$ cat config.mk
export PLATFORM = sky130hd
export DESIGN_NAME = qick_arith_issue_flat
export DESIGN_NICKNAME = d
export VERILOG_FILES = /design/src/rtl/qick_arith_issue_if.sv /design/src/rtl/qick_arith_issue.sv /design/src/flat_wrapper.sv
export SDC_FILE = /design/constraint.sdc
export NUM_CORES = 1
export LEC_CHECK = 0
export BUFFER_PORTS_ARGS = -buffer_cell sky130_fd_sc_hd__buf_2
export CAP_MARGIN = 20
export CORE_AREA = 2 2 234 236
export CTS_CLUSTER_SIZE = 20
export DETAILED_ROUTE_END_ITERATION = 12
export DIE_AREA = 0 0 236 238
export GPL_ROUTABILITY_DRIVEN = 1
export PLACE_DENSITY_LB_ADDON = 0.08
export SLEW_MARGIN = 20
export SYNTH_ARGS = -nofsm -noshare
export SYNTH_HDL_FRONTEND = slang
export SYNTH_SLANG_ARGS = --single-unit
$ cat constraint.sdc
create_clock -name clk_i -period 6.2 [get_ports clk_i]
set_clock_uncertainty 0.15 [all_clocks]
set_input_delay 0.31 -clock clk_i [delete_from_list [all_inputs] [get_ports clk_i]]
set_output_delay 0.31 -clock clk_i [all_outputs]
set_load 0.01 [all_outputs]
$ cat src/rtl/qick_arith_issue_if.sv
// Command bus from the decode stage into the arithmetic issue stage.
interface qick_arith_issue_if;
  logic        cmd_valid;
  logic        cmd_ready;
  logic        cmd_unit;    // 0 = arith (DSP multiply-add), 1 = divider
  logic        cmd_signed;  // divider only: two's complement operands
  logic [4:0]  cmd_op;
  logic [31:0] cmd_a;
  logic [31:0] cmd_b;
  logic [31:0] cmd_c;
  logic [31:0] cmd_d;

  modport master (
    output cmd_valid, cmd_unit, cmd_signed, cmd_op, cmd_a, cmd_b, cmd_c, cmd_d,
    input  cmd_ready
  );

  modport slave (
    input  cmd_valid, cmd_unit, cmd_signed, cmd_op, cmd_a, cmd_b, cmd_c, cmd_d,
    output cmd_ready
  );
endinterface

$ cat src/rtl/qick_arith_issue.sv
// Issue/writeback stage for the pipelined divider and the DSP multiply-add
// unit. Each path: IDLE -> LAUNCH (start pulse) -> SKIP -> WAIT -> IDLE,
// with a per-path timeout that raises a sticky error.
module qick_arith_issue #(
  parameter int unsigned DIV_TMO   = 40,
  parameter int unsigned ARITH_TMO = 8
) (
  input  logic                 clk_i,
  input  logic                 rst_ni,
  qick_arith_issue_if.slave    cmd,
  output logic                 arith_start_o,
  output logic [31:0]          arith_a_o,
  output logic [31:0]          arith_b_o,
  output logic [31:0]          arith_c_o,
  output logic [31:0]          arith_d_o,
  output logic [4:0]           arith_op_o,
  input  logic                 arith_ready_i,
  input  logic [63:0]          arith_res_i,
  output logic                 div_start_o,
  output logic [31:0]          div_a_o,
  output logic [31:0]          div_b_o,
  input  logic                 div_ready_i,
  input  logic [31:0]          div_q_i,
  input  logic [31:0]          div_r_i,
  output logic [63:0]          arith_res_o,
  output logic                 arith_vld_o,
  output logic [31:0]          div_q_o,
  output logic [31:0]          div_r_o,
  output logic                 div_vld_o,
  output logic                 div_dz_o,
  output logic                 err_o,
  output logic                 busy_o
);

  localparam logic [1:0] IDLE   = 2'd0;
  localparam logic [1:0] LAUNCH = 2'd1;
  localparam logic [1:0] SKIP   = 2'd2;
  localparam logic [1:0] WAIT   = 2'd3;

  localparam int unsigned CW = 16;

  logic [1:0]    a_st_q, d_st_q;
  logic [CW-1:0] a_cnt_q, d_cnt_q;
  logic          a_acc, d_acc, a_tmo, d_tmo;

  logic [31:0]   a_a_q, a_b_q, a_c_q, a_d_q;
  logic [4:0]    a_op_q;
  logic [63:0]   a_res_q;
  logic          a_vld_q;

  logic [31:0]   d_a_q, d_b_q, d_q_q, d_r_q;
  logic          d_sa_q, d_sb_q, d_zero_q, d_vld_q, d_dz_q, err_q;
  logic [31:0]   d_abs_a, d_abs_b, d_raw_a;

  // Command acceptance: ready reflects only the addressed path's FSM.
  assign cmd.cmd_ready = rst_ni & (cmd.cmd_unit ? (d_st_q == IDLE) : (a_st_q == IDLE));
  assign a_acc = cmd.cmd_valid & cmd.cmd_ready & ~cmd.cmd_unit;
  assign d_acc = cmd.cmd_valid & cmd.cmd_ready &  cmd.cmd_unit;

  // Timeout checks: ready_i takes precedence on the deciding cycle.
  assign a_tmo = (a_st_q == WAIT) & ~arith_ready_i & (a_cnt_q >= CW'(ARITH_TMO));
  assign d_tmo = (d_st_q == WAIT) & ~div_ready_i   & (d_cnt_q >= CW'(DIV_TMO));

  // Divider is unsigned; send magnitudes. -(-2^31) wraps back to 0x80000000.
  assign d_abs_a = (cmd.cmd_signed & cmd.cmd_a[31]) ? (32'd0 - cmd.cmd_a) : cmd.cmd_a;
  assign d_abs_b = (cmd.cmd_signed & cmd.cmd_b[31]) ? (32'd0 - cmd.cmd_b) : cmd.cmd_b;
  // Raw dividend for the divide-by-zero result is recovered from the magnitude.
  assign d_raw_a = d_sa_q ? (32'd0 - d_a_q) : d_a_q;

  // Arith path FSM, operand and result registers.
  always_ff @(posedge clk_i or negedge rst_ni) begin
    if (!rst_ni) begin
      a_st_q  <= IDLE;
      a_cnt_q <= '0;
      a_a_q   <= '0;
      a_b_q   <= '0;
      a_c_q   <= '0;
      a_d_q   <= '0;
      a_op_q  <= '0;
      a_res_q <= '0;
      a_vld_q <= 1'b0;
    end else begin
      case (a_st_q)
        IDLE: if (a_acc) begin
          a_st_q  <= LAUNCH;
          a_cnt_q <= CW'(1);
          a_a_q   <= cmd.cmd_a;
          a_b_q   <= cmd.cmd_b;
          a_c_q   <= cmd.cmd_c;
          a_d_q   <= cmd.cmd_d;
          a_op_q  <= cmd.cmd_op;
          a_vld_q <= 1'b0;
        end
        LAUNCH: begin
          a_st_q  <= SKIP;
          a_cnt_q <= a_cnt_q + CW'(1);
        end
        SKIP: begin
          a_st_q  <= WAIT;
          a_cnt_q <= a_cnt_q + CW'(1);
        end
        default: begin
          if (arith_ready_i) begin
            a_res_q <= arith_res_i;
            a_vld_q <= 1'b1;
            a_st_q  <= IDLE;
          end else if (a_tmo) begin
            a_st_q  <= IDLE;
          end else begin
            a_cnt_q <= a_cnt_q + CW'(1);
          end
        end
      endcase
    end
  end

  // Div path FSM; a zero divisor resolves in LAUNCH without starting the unit.
  always_ff @(posedge clk_i or negedge rst_ni) begin
    if (!rst_ni) begin
      d_st_q   <= IDLE;
      d_cnt_q  <= '0;
      d_a_q    <= '0;
      d_b_q    <= '0;
      d_sa_q   <= 1'b0;
      d_sb_q   <= 1'b0;
      d_zero_q <= 1'b0;
      d_q_q    <= '0;
      d_r_q    <= '0;
      d_vld_q  <= 1'b0;
      d_dz_q   <= 1'b0;
    end else begin
      case (d_st_q)
        IDLE: if (d_acc) begin
          d_st_q   <= LAUNCH;
          d_cnt_q  <= CW'(1);
          d_a_q    <= d_abs_a;
          d_b_q    <= d_abs_b;
          d_sa_q   <= cmd.cmd_signed & cmd.cmd_a[31];
          d_sb_q   <= cmd.cmd_signed & cmd.cmd_b[31];
          d_zero_q <= (cmd.cmd_b == 32'd0);
          d_vld_q  <= 1'b0;
          d_dz_q   <= 1'b0;
        end
        LAUNCH: begin
          if (d_zero_q) begin
            d_q_q   <= '1;
            d_r_q   <= d_raw_a;
            d_dz_q  <= 1'b1;
            d_vld_q <= 1'b1;
            d_st_q  <= IDLE;
          end else begin
            d_st_q  <= SKIP;
            d_cnt_q <= d_cnt_q + CW'(1);
          end
        end
        SKIP: begin
          d_st_q  <= WAIT;
          d_cnt_q <= d_cnt_q + CW'(1);
        end
        default: begin
          if (div_ready_i) begin
            d_q_q   <= (d_sa_q ^ d_sb_q) ? (32'd0 - div_q_i) : div_q_i;
            d_r_q   <= d_sa_q ? (32'd0 - div_r_i) : div_r_i;
            d_vld_q <= 1'b1;
            d_st_q  <= IDLE;
          end else if (d_tmo) begin
            d_st_q  <= IDLE;
          end else begin
            d_cnt_q <= d_cnt_q + CW'(1);
          end
        end
      endcase
    end
  end

  // Sticky timeout error from either path.
  always_ff @(posedge clk_i or negedge rst_ni) begin
    if (!rst_ni)             err_q <= 1'b0;
    else if (a_tmo || d_tmo) err_q <= 1'b1;
  end

  assign arith_start_o = (a_st_q == LAUNCH);
  assign arith_a_o     = a_a_q;
  assign arith_b_o     = a_b_q;
  assign arith_c_o     = a_c_q;
  assign arith_d_o     = a_d_q;
  assign arith_op_o    = a_op_q;
  assign arith_res_o   = a_res_q;
  assign arith_vld_o   = a_vld_q;

  assign div_start_o   = (d_st_q == LAUNCH) & ~d_zero_q;
  assign div_a_o       = d_a_q;
  assign div_b_o       = d_b_q;
  assign div_q_o       = d_q_q;
  assign div_r_o       = d_r_q;
  assign div_vld_o     = d_vld_q;
  assign div_dz_o      = d_dz_q;

  assign err_o         = err_q;
  assign busy_o        = (a_st_q != IDLE) | (d_st_q != IDLE);

endmodule

$ cat src/flat_wrapper.sv
// flat-port wrapper written by rule: the top's interface ports become plain ports
module qick_arith_issue_flat 
#(
  parameter int unsigned DIV_TMO   = 40,
  parameter int unsigned ARITH_TMO = 8
)
  (clk_i, rst_ni, arith_start_o, arith_a_o, arith_b_o, arith_c_o, arith_d_o, arith_op_o, arith_ready_i, arith_res_i, div_start_o, div_a_o, div_b_o, div_ready_i, div_q_i, div_r_i, arith_res_o, arith_vld_o, div_q_o, div_r_o, div_vld_o, div_dz_o, err_o, busy_o, cmd_cmd_valid, cmd_cmd_unit, cmd_cmd_signed, cmd_cmd_op, cmd_cmd_a, cmd_cmd_b, cmd_cmd_c, cmd_cmd_d, cmd_cmd_ready);
  qick_arith_issue_if cmd_i ();
  input  logic clk_i;
  input  logic rst_ni;
  output logic arith_start_o;
  output logic [31:0] arith_a_o;
  output logic [31:0] arith_b_o;
  output logic [31:0] arith_c_o;
  output logic [31:0] arith_d_o;
  output logic [4:0] arith_op_o;
  input  logic arith_ready_i;
  input  logic [63:0] arith_res_i;
  output logic div_start_o;
  output logic [31:0] div_a_o;
  output logic [31:0] div_b_o;
  input  logic div_ready_i;
  input  logic [31:0] div_q_i;
  input  logic [31:0] div_r_i;
  output logic [63:0] arith_res_o;
  output logic arith_vld_o;
  output logic [31:0] div_q_o;
  output logic [31:0] div_r_o;
  output logic div_vld_o;
  output logic div_dz_o;
  output logic err_o;
  output logic busy_o;
  input wire logic [$bits(cmd_i.cmd_valid)-1:0] cmd_cmd_valid;
  input wire logic [$bits(cmd_i.cmd_unit)-1:0] cmd_cmd_unit;
  input wire logic [$bits(cmd_i.cmd_signed)-1:0] cmd_cmd_signed;
  input wire logic [$bits(cmd_i.cmd_op)-1:0] cmd_cmd_op;
  input wire logic [$bits(cmd_i.cmd_a)-1:0] cmd_cmd_a;
  input wire logic [$bits(cmd_i.cmd_b)-1:0] cmd_cmd_b;
  input wire logic [$bits(cmd_i.cmd_c)-1:0] cmd_cmd_c;
  input wire logic [$bits(cmd_i.cmd_d)-1:0] cmd_cmd_d;
  output wire logic [$bits(cmd_i.cmd_ready)-1:0] cmd_cmd_ready;
  assign cmd_i.cmd_valid = cmd_cmd_valid;
  assign cmd_i.cmd_unit = cmd_cmd_unit;
  assign cmd_i.cmd_signed = cmd_cmd_signed;
  assign cmd_i.cmd_op = cmd_cmd_op;
  assign cmd_i.cmd_a = cmd_cmd_a;
  assign cmd_i.cmd_b = cmd_cmd_b;
  assign cmd_i.cmd_c = cmd_cmd_c;
  assign cmd_i.cmd_d = cmd_cmd_d;
  assign cmd_cmd_ready = cmd_i.cmd_ready;
  qick_arith_issue #(.DIV_TMO(DIV_TMO), .ARITH_TMO(ARITH_TMO)) u_core (.clk_i(clk_i), .rst_ni(rst_ni), .cmd(cmd_i), .arith_start_o(arith_start_o), .arith_a_o(arith_a_o), .arith_b_o(arith_b_o), .arith_c_o(arith_c_o), .arith_d_o(arith_d_o), .arith_op_o(arith_op_o), .arith_ready_i(arith_ready_i), .arith_res_i(arith_res_i), .div_start_o(div_start_o), .div_a_o(div_a_o), .div_b_o(div_b_o), .div_ready_i(div_ready_i), .div_q_i(div_q_i), .div_r_i(div_r_i), .arith_res_o(arith_res_o), .arith_vld_o(arith_vld_o), .div_q_o(div_q_o), .div_r_o(div_r_o), .div_vld_o(div_vld_o), .div_dz_o(div_dz_o), .err_o(err_o), .busy_o(busy_o));
endmodule
== Word level (Yosys, flattened, before mapping) ==
Index checks and enable logic that the tools add are counted.

* Flip-flop bits (word level): 368
* Input bits: 268
* Output and inout port bits: 333

* Add/sub/neg operators: 7
* Magnitude comparators: 2
* Equality and inequality tests: 14
* Multiplexer cells: 38
* Bitwise operators: 21
* Reduce and logical (&&, ||, !) cells: 26

{| class="wikitable"
|+ Operators with widths
! operator !! count
|-
| 32-bit two-way mux || 9
|-
| 1-bit by 32-bit subtractor with 32-bit output (first input constant) || 5
|-
| 32-bit one-hot mux with 2 select lines || 2
|-
| 16-bit two-way mux || 7
|-
| 16-bit one-hot mux with 3 select lines || 1
|-
| 16-bit by 1-bit adder with 16-bit output (second input constant) || 2
|-
| 32-bit logical NOT || 1
|-
| 16-bit one-hot mux with 2 select lines || 1
|-
| 16-bit by 4-bit greater-or-equal comparator with 1-bit output (second input constant) || 1
|-
| 16-bit by 6-bit greater-or-equal comparator with 1-bit output (second input constant) || 1
|-
| 2-bit two-way mux || 7
|-
| 2-bit one-hot mux with 3 select lines || 2
|-
| 3-bit AND reduction || 4
|-
| 1-bit AND || 11
|-
| 2-bit AND reduction || 5
|-
| 2-bit nonzero test || 5
|-
| 5-bit nonzero test || 2
|-
| 2-bit equality test (second input constant) || 4
|-
| 1-bit NOT || 8
|-
| 4-bit AND reduction || 2
|-
| 1-bit two-way mux || 6
|-
| 2-bit by 1-bit != test with 1-bit output (second input constant) || 3
|-
| 2-bit by 1-bit equality test with 1-bit output (second input constant) || 2
|-
| 2-bit logical NOT || 2
|-
| 13 further kinds || 15
|}

== Longest topological paths before layout ==
* Depth in word-level cells: 7
* Gate-level depth with buffers: 11
* Depth with buffers taken out: 7

== Worst setup path after synthesis ==
OpenSTA, ideal clock, no wires.

* Kind: register to register
* Start point: register u_core.d_st_q[1]
* End point: register u_core.d_r_q[31], in the netlist u_core.div_r_o[31]
* Arrival time: 2311 ps
* Required time: 5908 ps
* Setup slack: 3597 ps
* Cell stages (with the launch flop): 9
* Period minus slack after synthesis: 2603 ps
* Path through: dfrtp_1 -> inv_1 -> ha_1 -> clkbuf_1 -> or4b_1 -> or3_1 -> or3_1 -> mux2i_1 -> a211oi_1

* Cells in the longest elaborated chain, start to end: 4
* Elaborated cells between the ends (all ways): 9

{| class="wikitable"
|+ Ends and longest elaborated chain
! element !! line !! RTL
|-
| from (decl) || qick_arith_issue.sv:42 || <nowiki>logic [1:0] a_st_q, d_st_q;</nowiki>
|-
| from (signal assigned) || qick_arith_issue.sv:120 || <nowiki>d_st_q <= IDLE;</nowiki>
|-
| from (signal assigned) || qick_arith_issue.sv:134 || <nowiki>d_st_q <= LAUNCH;</nowiki>
|-
| from (signal assigned) || qick_arith_issue.sv:150 || <nowiki>d_st_q <= IDLE;</nowiki>
|-
| 2-bit equality test / 2-bit logical NOT (equally long branches) || qick_arith_issue.sv:132 || <nowiki>case (d_st_q)</nowiki>
|-
| 2-bit OR reduction (no line) || n/a ||
|-
| 1-bit NOT (no line) || n/a ||
|-
| 3-bit AND reduction (no line) || n/a ||
|-
| to (signal assigned) || qick_arith_issue.sv:147 || <nowiki>d_r_q <= d_raw_a;</nowiki>
|-
| to (signal assigned) || qick_arith_issue.sv:163 || <nowiki>d_r_q <= d_sa_q ? (32'd0 - div_r_i) : div_r_i;</nowiki>
|-
| to (decl) || qick_arith_issue.sv:51 || <nowiki>logic [31:0] d_a_q, d_b_q, d_q_q, d_r_q;</nowiki>
|}

Parallel ways exist; a longest one is shown, timed or not.
A chain may end at the register's enable or synchronous reset.

== Final worst setup path ==
* Start point: register u_core.d_st_q[0]
* End point: register u_core.d_cnt_q[5]

* Cells in the longest elaborated chain, start to end: 7
* Elaborated cells between the ends (all ways): 16

{| class="wikitable"
|+ Ends and longest elaborated chain
! element !! line !! RTL
|-
| 2-bit logical NOT || qick_arith_issue.sv:56, qick_arith_issue.sv:132 ||
|-
| 1-bit two-way mux || qick_arith_issue.sv:56 || <nowiki>assign cmd.cmd_ready = rst_ni & (cmd.cmd_unit ? (d_st_q == IDLE) : (a_st_q == IDLE));</nowiki>
|-
| 1-bit AND || qick_arith_issue.sv:56 ||
|-
| 1-bit AND (2 in series) || qick_arith_issue.sv:58 || <nowiki>assign d_acc = cmd.cmd_valid & cmd.cmd_ready & cmd.cmd_unit;</nowiki>
|-
| 2-bit by 1-bit != test with 1-bit output (no line) || n/a ||
|-
| 4-bit AND reduction (no line) || n/a ||
|-
| to (signal assigned) || qick_arith_issue.sv:153 || <nowiki>d_cnt_q <= d_cnt_q + CW'(1);</nowiki>
|-
| to (signal assigned) || qick_arith_issue.sv:158 || <nowiki>d_cnt_q <= d_cnt_q + CW'(1);</nowiki>
|-
| to (signal assigned) || qick_arith_issue.sv:169 || <nowiki>d_cnt_q <= d_cnt_q + CW'(1);</nowiki>
|-
| to (decl) || qick_arith_issue.sv:43 || <nowiki>logic [CW-1:0] a_cnt_q, d_cnt_q;</nowiki>
|}

Parallel ways exist; a longest one is shown, timed or not.

==> flow_summary.yaml <==
power:
  peakVddDrop_mv: 0.254
  p_per_area_mw_per_mm2: 472
  p_leak_nw: 12.4
clocking:
  clock_sinks: 368
  cts_inserted_buffers: 44
  cts_root_buf: "clkbuf_16"
  post-cts-setup-buffer-count: 0
  cts_resized: 0
  htreeDepth: 2
  path_clk_slew_ns: 0.06
  cts_max_path_buffers: 3
  hold_buffers: 246
  clk_latency_ns: 0.57
  cts_tree: "yes"
sta:
  fin_crit_sh_pct: 53.5
  setup_viol: 0
  tns_ns: 0
  worstMarginPinSlew_ns: 1.06
  hold_viol_final: 0
  slew_headroom_pct: 29.6
  final_max_slew_viol_count: 0
  fmax_mhz: 302
  rsz0062_at_grt: "no"
  hold-worst-slack_ns: 0.0409
  period_needed_ns: 3.32
worst_setup_path:
  crit_path_end: "u_core.d_cnt_q[5]$_DFFE_PN0P_"
  arrival_ns: 3.64
  timing.critical_path.to_type: "register"
  r2r_slack_ns: 2.88
  reg2reg_from: "u_core.d_st_q[0]$_DFFE_PN0P_"
  critPathKind: "reg -> reg"
  reg2reg_depth: 9
  crit_path_max_fanout: 66
  startpoint: "u_core.d_st_q[0]$_DFFE_PN0P_"
  reg2reg_to: "u_core.d_cnt_q[5]$_DFFE_PN0P_"
  required_ns: 6.53
  worstSetupStartpointType: "register"
synthesis:
  synth_cell_type_count: 78
  netlist.area_leader.share_pct: 49.6
  synth.area.top_cells: "dfrtp_1, nand2_1, mux2_2, o21ai_0, xnor2_1"
  async_flop_share_pct: 100
  avgSynthCellArea_sq_um: 9.28
  synth_seq_area_share_pct: 49.6
  ys_ff_latch: 368
  netlist_area_sq_mm: 0.0186
  netlist_instances: 1999
  yosys.area.top_type: "dfrtp_1"
  yosysWarnings: 0
  synth_fp_nets: 2286
  ys.flop_type: "dfrtp_1"
  synth_edf_count: 0
place:
  io_buffers: 600
  place_congestion: 0.841
  hpwl_mm: 49.3
min_path:
  holdPathStages: 4
  hp-class: "in -> reg"
job:
  max_cap_viol_count: 0
layout:
  layout_commonest_cell: "buf_2"
  nFillCells: 5114
  regArea_sq_mm: 0.00921
  fin_nets: 3082
  multi_input_area_sq_mm: 0.00880
  drive_gt1_share_pct: 27.8
  layout_common_cells: "buf_2, nand2_1, dfrtp_1"
  area_delta_synth_final_pct: 41.0
outcome:
  status: "finished, final reports clean"
floorplan:
  io_pins: 601
  die-area_sq_mm: 0.0562
  die_y_um: 238
  core_sq_mm: 0.0535
  initial_utilization_pct: 34.7
  fp.dieW_um: 236
  row_count: 85
drt:
  vias_per_cell: 5.04
  drt-initial-drc-count: 1054
  ant_nets: 0
  drt-pass1-iter-count: 5
  wl_per_cell_um: 19.5
  wirelength_mm: 68.6
  drcViolationCount: 0
  vias: 17779
grt:
  track_usage_pct: 23.8
  grt_pass1_vias: 17921
  overflow: 0
  grt_pass1_wl_mm: 106
  grt_max_degree: 166
  grt_antenna_before_repair: 4
## synth_stat cells, types with 16 or more instances
cell and n:
a21oi_1 69, a31oi_1 35, clkbuf_1 101, dfrtp_1 368, ha_1 19, inv_1 39
mux2_2 68, mux2i_1 23, nand2_1 511, nand2b_1 16, nand3_1 29, nor2_1 105
nor3_1 35, nor4_1 27, o21ai_0 129, o31ai_1 30, o41ai_1 28, or3_1 24
or4_1 25, xnor2_1 71, xor2_1 54
## kinds of logic (layout without fill, tap and decap cells)
family / count (synthesis) / count (layout) / share of synthesized area [%]
flops: 368 / 368 / 49.6
compound gates: 388 / 388 / 13.6
other cells: 0 / 4 / 0
buf+inv: 155 / 983 / 3.18
xor+xnor: 125 / 125 / 5.90
mux: 92 / 92 / 5.49
simple gates: 852 / 852 / 20.9
fa+ha+maj: 19 / 19 / 1.28
## area by class of cell
class	count	area share [%]
Antenna cell	4	0.0383
Clock buffer	63	4.87
Clock inverter	15	0.751
Inverter	39	0.560
Multi-Input combinational cell	1476	33.6
Sequential cell	368	35.2
Tap cell	696	3.33
Timing Repair Buffer	866	21.6
## sequential cells by signal, summed over array words and instances, names as in the netlist, 2 cells and up
register / cells
u_core.a_st_q: 2
u_core.arith_d_o: 32
u_core.div_b_o: 32
u_core.arith_res_o: 64
u_core.arith_b_o: 32
u_core.arith_op_o: 5
u_core.d_st_q: 2
u_core.div_r_o: 32
u_core.div_q_o: 32
u_core.a_cnt_q: 16
u_core.d_cnt_q: 16
u_core.div_a_o: 32
u_core.arith_a_o: 32
u_core.arith_c_o: 32
## layer usage
| layer | part of all wire [%] | wire (um) | vias up | track usage [%] |
|---|---|---|---|---|
| met4 | 2.9 | 2000 | 4 | 7.89 |
| met5 | 0.038 | 26 | - | 0 |
| met2 | 48 | 32800 | 586 | 39.6 |
| met1 | 42 | 29100 | 8538 | 30.7 |
| met3 | 6.8 | 4690 | 108 | 5.48 |
| li1 | - | - | 8543 | - |
## stage by stage
step | worst slack (ns) | std cells | power (mW) | area (sq um) | util, %
final | 2.88 | 3527 | 12.4 | 26200 | 48.9
after global placement | 2.91 | 3199 | 9.51 | 22200 | 41.5
after CTS | 2.88 | 3523 | 12.5 | 26100 | 48.9
after global routing | 2.53 | 3524 | 13.3 | 26100 | 48.9
after floorplan | 3.60 | 1999 | 7.27 | 18600 | -
after detailed placement | 2.85 | 3199 | 9.61 | 22200 | 41.5
## worst max-delay path, stage by stage, from the launching register on
cell	delay, ns
dfrtp_1	0.45
inv_1	0.13
ha_1	0.32
buf_4	0.34
nand4_1	0.12
buf_4	0.35
a221oi_1	0.47
o41a_1	0.52
a21boi_0	0.20
o22ai_1	0.18
## worst min path at each step
stage                startpoint  slack [ns]                        endpoint
global route        div_r_i[21]        0.05  u_core.div_r_o[21]$_DFFE_PN0P_
finish              div_r_i[18]        0.04  u_core.div_r_o[18]$_DFFE_PN0P_
global placement         rst_ni        0.18   u_core.d_cnt_q[0]$_DFFE_PN0P_
CTS                 div_r_i[18]      0.0002  u_core.div_r_o[18]$_DFFE_PN0P_
detailed placement       rst_ni        0.18   u_core.d_cnt_q[0]$_DFFE_PN0P_
floorplan                rst_ni       -0.14   u_core.a_cnt_q[0]$_DFFE_PN0P_
## power by group
group          switching [mW]  internal (mW)
logic                    3.07           2.20
clock network            1.07           1.59
registers               0.867           3.55
total                    5.01           7.34
Note: power is estimated with default switching activity, not from simulation.
